### src/rtl/video_timing_gen_pkg.sv
// Shared 640x480@60 raster defaults, derived totals and the generator FSM encoding.
package video_timing_gen_pkg;

   localparam int cHActive = 640;
   localparam int cHFront  = 16;
   localparam int cHSync   = 96;
   localparam int cHBack   = 48;
   localparam int cVActive = 480;
   localparam int cVFront  = 10;
   localparam int cVSync   = 2;
   localparam int cVBack   = 33;

   localparam int cHTotal = cHActive + cHFront + cHSync + cHBack;
   localparam int cVTotal = cVActive + cVFront + cVSync + cVBack;

   typedef enum logic {
      IDLE = 1'b0,
      RUN  = 1'b1
   } vtgState_t;

endpackage

### src/rtl/video_timing_gen_axis_counter.sv
// One raster axis: wrapping position counter with load, terminal count and
// active/sync region decode of the current count.
module vtg_axis_counter
   import video_timing_gen_pkg::*;
#(
   parameter int pWidth     = 12,
   parameter int pTotal     = cHTotal,
   parameter int pActive    = cHActive,
   parameter int pSyncStart = cHActive + cHFront,
   parameter int pSyncEnd   = cHActive + cHFront + cHSync
) (
   input  logic              clk,
   input  logic              rstN,
   input  logic              clear,
   input  logic              load,
   input  logic [pWidth-1:0] loadVal,
   input  logic              inc,
   output logic [pWidth-1:0] cnt,
   output logic              tc,
   output logic              active,
   output logic              sync
);

   always_ff @(posedge clk) begin
      if (!rstN || clear) begin
         cnt <= '0;
      end else if (load) begin
         cnt <= loadVal;
      end else if (inc) begin
         cnt <= tc ? '0 : cnt + 1'b1;
      end
   end

   assign tc     = (cnt == pWidth'(pTotal - 1));
   assign active = (cnt < pWidth'(pActive));
   assign sync   = (cnt >= pWidth'(pSyncStart)) && (cnt < pWidth'(pSyncEnd));

endmodule

### src/rtl/video_timing_gen.sv
// 640x480@60 raster timing generator: H/V counters, IDLE/RUN control and
// registered sync, DE, position, strobe and look-ahead request outputs.
module video_timing_gen
   import video_timing_gen_pkg::*;
#(
   parameter int   pHActive  = cHActive,
   parameter int   pHFront   = cHFront,
   parameter int   pHSync    = cHSync,
   parameter int   pHBack    = cHBack,
   parameter int   pVActive  = cVActive,
   parameter int   pVFront   = cVFront,
   parameter int   pVSync    = cVSync,
   parameter int   pVBack    = cVBack,
   parameter logic pHSyncPol = 1'b0,
   parameter logic pVSyncPol = 1'b0,
   parameter int   pPre      = 2
) (
   input  logic        iClk,
   input  logic        iRst,
   input  logic        iEnable,
   output logic        oHSync,
   output logic        oVSync,
   output logic        oDe,
   output logic        oReq,
   output logic [11:0] oHPos,
   output logic [10:0] oVPos,
   output logic        oLineStart,
   output logic        oFrameStart,
   output logic        oVBlank
);

   localparam int HTotal = pHActive + pHFront + pHSync + pHBack;
   localparam int VTotal = pVActive + pVFront + pVSync + pVBack;

   localparam logic [11:0] hLoad = 12'(HTotal - pPre);
   localparam logic [10:0] vLoad = 11'(VTotal - 1);

   vtgState_t   state;
   logic        startRun;
   logic        stopRun;
   logic        running;
   logic [11:0] hCnt;
   logic [10:0] vCnt;
   logic        hTc, vTc;
   logic        hActive, vActive;
   logic        hSyncAct, vSyncAct;
   logic [12:0] hAheadSum;
   logic [11:0] hAhead;
   logic [10:0] vAhead;
   logic        reqNext;

   assign startRun = (state == IDLE) && iEnable;
   assign stopRun  = (state == RUN) && !iEnable;
   assign running  = (state == RUN) && iEnable;

   vtg_axis_counter #(
      .pWidth    (12),
      .pTotal    (HTotal),
      .pActive   (pHActive),
      .pSyncStart(pHActive + pHFront),
      .pSyncEnd  (pHActive + pHFront + pHSync)
   ) uHCounter (
      .clk    (iClk),
      .rstN   (iRst),
      .clear  (stopRun),
      .load   (startRun),
      .loadVal(hLoad),
      .inc    (running),
      .cnt    (hCnt),
      .tc     (hTc),
      .active (hActive),
      .sync   (hSyncAct)
   );

   // V advances once per line; its sync region spans whole lines so it starts at hcnt=0.
   vtg_axis_counter #(
      .pWidth    (11),
      .pTotal    (VTotal),
      .pActive   (pVActive),
      .pSyncStart(pVActive + pVFront),
      .pSyncEnd  (pVActive + pVFront + pVSync)
   ) uVCounter (
      .clk    (iClk),
      .rstN   (iRst),
      .clear  (stopRun),
      .load   (startRun),
      .loadVal(vLoad),
      .inc    (running && hTc),
      .cnt    (vCnt),
      .tc     (vTc),
      .active (vActive),
      .sync   (vSyncAct)
   );

   // Position pPre clocks ahead; a single subtract suffices since pPre <= HTotal-pHActive.
   always_comb begin
      hAheadSum = {1'b0, hCnt} + 13'(pPre);
      hAhead    = hAheadSum[11:0];
      vAhead    = vCnt;
      if (hAheadSum >= 13'(HTotal)) begin
         hAhead = 12'(hAheadSum - 13'(HTotal));
         vAhead = vTc ? '0 : vCnt + 1'b1;
      end
      reqNext = (hAhead < 12'(pHActive)) && (vAhead < 11'(pVActive));
   end

   always_ff @(posedge iClk) begin
      if (!iRst) begin
         state       <= IDLE;
         oHSync      <= !pHSyncPol;
         oVSync      <= !pVSyncPol;
         oDe         <= 1'b0;
         oReq        <= 1'b0;
         oHPos       <= '0;
         oVPos       <= '0;
         oLineStart  <= 1'b0;
         oFrameStart <= 1'b0;
         oVBlank     <= 1'b0;
      end else begin
         oHSync      <= !pHSyncPol;
         oVSync      <= !pVSyncPol;
         oDe         <= 1'b0;
         oReq        <= 1'b0;
         oHPos       <= '0;
         oVPos       <= '0;
         oLineStart  <= 1'b0;
         oFrameStart <= 1'b0;
         oVBlank     <= 1'b0;
         case (state)
            IDLE: begin
               if (iEnable) state <= RUN;
            end
            RUN: begin
               if (!iEnable) begin
                  state <= IDLE;
               end else begin
                  oHSync      <= hSyncAct ? pHSyncPol : !pHSyncPol;
                  oVSync      <= vSyncAct ? pVSyncPol : !pVSyncPol;
                  oDe         <= hActive && vActive;
                  oReq        <= reqNext;
                  oHPos       <= (hActive && vActive) ? hCnt : '0;
                  oVPos       <= (hActive && vActive) ? vCnt : '0;
                  oLineStart  <= vActive && (hCnt == '0);
                  oFrameStart <= (hCnt == '0) && (vCnt == '0);
                  oVBlank     <= !vActive;
               end
            end
            default: state <= IDLE;
         endcase
      end
   end

endmodule

### config.mk
export PLATFORM = sky130hd
export DESIGN_NAME = video_timing_gen
export DESIGN_NICKNAME = d
export VERILOG_FILES = /design/src/rtl/video_timing_gen_pkg.sv /design/src/rtl/video_timing_gen_axis_counter.sv /design/src/rtl/video_timing_gen.sv
export SDC_FILE = /design/constraint.sdc
export NUM_CORES = 1
export LEC_CHECK = 0
export BUFFER_PORTS_ARGS = -buffer_cell sky130_fd_sc_hd__buf_2
export CAP_MARGIN = 30
export CELL_PAD_IN_SITES_DETAIL_PLACEMENT = 0
export CELL_PAD_IN_SITES_GLOBAL_PLACEMENT = 1
export CORE_MARGIN = 5
export CORE_UTILIZATION = 38
export CTS_CLUSTER_SIZE = 10
export DETAILED_ROUTE_END_ITERATION = 6
export PLACE_DENSITY_LB_ADDON = 0.1
export RECOVER_POWER = 50
export SLEW_MARGIN = 20
export SYNTH_ARGS = -nofsm -noshare
export SYNTH_HDL_FRONTEND = slang
export SYNTH_SLANG_ARGS = --single-unit
export TNS_END_PERCENT = 5
### constraint.sdc
create_clock -name iClk -period 1.9 [get_ports iClk]
set_input_delay 0.19 -clock iClk [delete_from_list [all_inputs] [get_ports iClk]]
set_output_delay 0.19 -clock iClk [all_outputs]
set_load 0.005 [all_outputs]
Word level (Yosys, flattened, before mapping)
Index checks and enable logic that the tools add are counted.

storage, ports and cells
  bits in registers = 54
  output and inout bits = 30
  word-level logic and storage cells = 62

operators by class
  $add $sub $neg = 4
  order comparisons = 9
  equality and inequality tests = 2
  multiplexer cells = 11
  bitwise logic cells = 1
  reductions and logical operators = 21

operators by type and width
  operator                  count
  $mux W10                  4
  $lt A12 B10 Y1 const B    3
  $lt A11 B9 Y1 const B     3
  $mux W12                  2
  $mux W11                  2
  $add A12 B2 Y13 const B   1
  $ge A13 B10 Y1 const B    1
  $add A12 B1 Y12 const B   1
  $eq A12 B10 Y1 const B    1
  $ge A12 B10 Y1 const B    1
  $logic_not A12 Y1         1
  $sub A12 B10 Y12 const B  1
  $add A11 B1 Y11 const B   1
  $eq A11 B10 Y1 const B    1
  $ge A11 B9 Y1 const B     1
  $logic_not A11 Y1         1
  $logic_and A1 B1 Y1       10
  $reduce_and A4 Y1         1
  $reduce_bool A2 Y1        2
  $logic_not A1 Y1          3
  $mux W1                   3
  $reduce_and A3 Y1         1
  $reduce_or A2 Y1          1
  $logic_or A1 B1 Y1        1
  $not A1 Y1                1

Longest topological paths before layout
  depth in word-level cells = 5
  mapped depth = 8

Modules after synthesis
A second synthesis with hierarchy kept.

unflattened totals
  cell total of the unflattened synthesis = 344
  area, all modules = 2970.3 µm²

modules (own cells, without submodules)
  module                        times used  cells an instance  area each (µm²)  sequential area each (µm²)
  video_timing_gen              1           151                1393.8           620.6
  vtg_axis_counter (uHCounter)  1           100                797.0            240.2
  vtg_axis_counter (uVCounter)  1           93                 779.5            220.2

Least setup slack after synthesis
No wires, ideal clock.

  kind = register to register
  from = register uHCounter.cnt[1]
  to = register uVCounter.cnt[6]
  data arrival time = 1.900 ns
  setup slack = -0.067 ns
  cell stages (with the launch flop) = 8
  path buffers = 0
  period minus slack after synthesis = 1.967 ns
  cells stage by stage = dfxtp_1 ha_1 nand3_1 or4_4 or2_4 nor2_4 nand4_1 o21ai_2

on the way
  longest elaborated chain between the ends = 2

RTL lines
  what                    RTL line                             source
  start, declared         video_timing_gen_axis_counter.sv:18  output logic [pWidth-1:0] cnt,
  start signal, assigned  video_timing_gen_axis_counter.sv:28  cnt <= loadVal;
  start signal, assigned  video_timing_gen_axis_counter.sv:30  cnt <= tc ? '0 : cnt + 1'b1;
  $eq A12 B10 Y1          video_timing_gen_axis_counter.sv:34  assign tc = (cnt == pWidth'(pTotal - 1));
  $logic_and A1 B1 Y1     video_timing_gen.sv:88               .inc (running && hTc),
  end signal, assigned    video_timing_gen_axis_counter.sv:28
  end signal, assigned    video_timing_gen_axis_counter.sv:30
  end, declared           video_timing_gen_axis_counter.sv:18

Every way passes these cells.
A chain may end at the register's enable or synchronous reset.

Final worst setup path
  from = register uHCounter.cnt[11]
  to = register uVCounter.cnt[6]

The elaborated chain is that of the path after synthesis.

==> out/metrics.csv <==
metric,value,unit
Max Slew Vio Count,0,
total track usage,14.83,%
Post-Synthesis Cell Area,2459,um2
DRT iter0 DRCs,100,
n_diodes,0,
Synth top cells by count,"dfxtp_1 (54), nor2_1 (30), and2_1 (21), nand2_1 (21), o21ai_0 (19)",
htree depth,2,
Die W,90.44,um
first-pass GRT wire length,10070,um
post-synth top area share,43.97,%
wire per inst,13.63,um
fin worst setup slack,-0.07599,ns
#FFs+latches synth,54,
Core Region,6314,um2
vias in the first global route,1968,
Worst path top cell family by delay,simple AND/OR/NAND/NOR gates,
layout cell share with drive strength beyond 1,24.79,%
hpwl dp,4446,um
Synth Area in Compound Gates,13.08,%
Routed Antenna Nets,0,
CP Buf/Inv Count,0,
Synth async-reset ratio,0,%
Final Hold Viols,0,
root buffer cell,clkbuf_8,
CTS Buffer Depth,2,
critical path's largest stage delay,0.51,ns
Critical Path RT,2.15,ns
die height,90.44,um
Pwr Total,2110,uW
violated checks,negative setup slack,
hold buffers post-CTS,0,
"Reg clk slew, reported paths",0.09,ns
fin nets,359,
Period minus WS final,1.976,ns
main combinational cell family by area after synthesis,simple AND/OR/NAND/NOR gates,
Worst path slowest cell,or4b_1,
multiplexer area fraction after synthesis,0,%
# rows,29,
DRC Markers,0,
most frequent cell after synthesis,dfxtp_1,
cell depth of the worst flop-to-flop path,6,
post-synth cell types,49,
initial antenna violation count,0,
port buffer count,32,
Vias/cell,4.953,
Worst setup EP type,flop,
setup_tns,-0.1193,ns
fmax,0.5061,GHz
Final setup viols,3,
Post-Synthesis Cells,286,
Synth area leader,dfxtp_1,
clock sink count,54,
Post-synth EDFFs,0,
Syn. warnings,0,
Ports,33,
final worst path period share,104.0,%
fin util,48.87,%
syn_area_per_cell,8.597,um2
Adder-Cell Fraction of Synth Area,3.053,%
Clock Latency Late Sink,0.30,ns
Vias,2120,
RSZ-0062 raised after global routing,yes,
Hold Slack,0.2252,ns
Num CTS Buffers,5,
leakage,0.001213,uW
Final Routed Wirelength,5835,um
pwr/cell area,683.9,nW/um2
gpl congestion,0.8584,
Area Overhead vs Synth,25.50,%
sequential-to-total area share from yosys stat,43.97,%
hold path start,iRst,
die area,8178,um2
CTS tree,yes,
crit path cell chain,or4b_1 -> or4_4 -> or2_4 -> nor2_4 -> a21oi_1 -> o21ai_2,
xor/xnor share of the synthesized area,5.700,%
Worst Hold Depth,2,
simple-gate share of the synthesized area,29.31,%
Critical R2R Launch,uHCounter.cnt[11],
skew final,0.006682,ns
largest net degree at the start of global routing,17,
path category of the worst min-delay check,input port to flop,
total gr overflow,0,
status,finished with violations,
CP max FO,5,
router iterations before antenna repair,4,
Max-Cap Viols,0,
VDD IR max,0.3639,mV
dominant synthesized flop cell,dfxtp_1,
"top cells by area, synth","dfxtp_1 (44%), and2_1 (5.3%), nor2_1 (4.6%)",
initial core utilization,38.94,%
r2r setup slk,-0.08,ns
critical path type,flop to flop,
"Arr. time, crit path",2.22,ns
CP Launch Type,flop,
Hold Path Sink,uHCounter.cnt[2],
r2r endpoint,uVCounter.cnt[6],
## what timing repair did
action / in CTS / in global routing
endpoints found under the setup margin: 5 / 11
resized for setup: 2 / 10
pin swaps: 0 / 4
hold endpoints to repair: 0 / 0
gates cloned: 0 / 0
setup buffers: 0 / 0
## metrics by stage
step / cells / instance area (um2) / worst slack, ns
finish: 428 / 3085 / -0.07599
global route: 428 / 3085 / -0.1418
CTS: 428 / 3069 / -0.07691
detailed placement: 420 / 2953 / -0.05663
global placement: 420 / 2953 / -0.02254
floorplan: 289 / 2479 / -0.01649
## cells by family after synthesis
kind of cell | count (synthesis)
simple gates | 132
flops | 54
compound gates | 51
buf+inv | 26
xor+xnor | 16
fa+ha+maj | 6
other cells | 1
## how the worst max path moves through the flow
stage | cells past startpoint | slack, ns | endpoint | startpoint
global route | 6 | -0.14 | uVCounter.cnt[6] | uHCounter.cnt[11]
global placement | 6 | -0.02 | uVCounter.cnt[6] | uHCounter.cnt[11]
detailed placement | 6 | -0.06 | uVCounter.cnt[6] | uHCounter.cnt[11]
CTS | 6 | -0.08 | uVCounter.cnt[6] | uHCounter.cnt[11]
finish | 6 | -0.08 | uVCounter.cnt[6] | uHCounter.cnt[11]
floorplan | 7 | -0.02 | uVCounter.cnt[6] | uHCounter.cnt[10]
## cell usage in the layout, fill, tap and decap left out, drive strengths merged, types with 2 or more instances in the layout
cell type,synthesis,routed
buf,8,59
dfxtp,54,54
nor2,31,31
nand2,21,21
and2,21,21
o21ai,20,20
clkbuf,11,20
nand4,10,10
a21oi,10,10
xnor2,10,10
nand3,10,10
inv,7,7
nor2b,6,6
xor2,6,6
nor3,6,6
nor4,6,6
ha,6,6
or2,5,5
a22oi,4,4
a31oi,4,4
conb,1,4
o31ai,3,3
or4,3,3
and3,2,2
a21boi,2,2
or3,2,2
nor4b,2,2
a211oi,2,2
nor3b,2,2
## routing by layer
metal	global-route usage, %	routed length, um	vias up
li1	-	-	1108
met1	21.63	3036	968
met2	21.95	2506	38
met3	3.083	226	6
met4	4.094	66	0
met5	0	0	-
## power breakdown
part | switching (uW) | internal (uW) | leakage (uW)
Combinational | 102 | 76.9 | 0.000720
Sequential | 17.1 | 1160 | 0.000442
Clock | 364 | 393 | 0.0000514
## cell type report
class,instances,area (um2)
clock buffers,6,72.57
clock inverters,2,37.54
fillers,642,3228
inverters,7,26.28
multi-input cells,209,1311
flip-flops and latches,54,1087
well taps,77,96.34
repair buffers,73,454.2
## registers in the layout, indices dropped and copies added, names as in the netlist, 11 cells and up
signal,cells
uHCounter.cnt,12
oVPos,11
uVCounter.cnt,11
oHPos,12
Power figures use the tool's default switching activity.
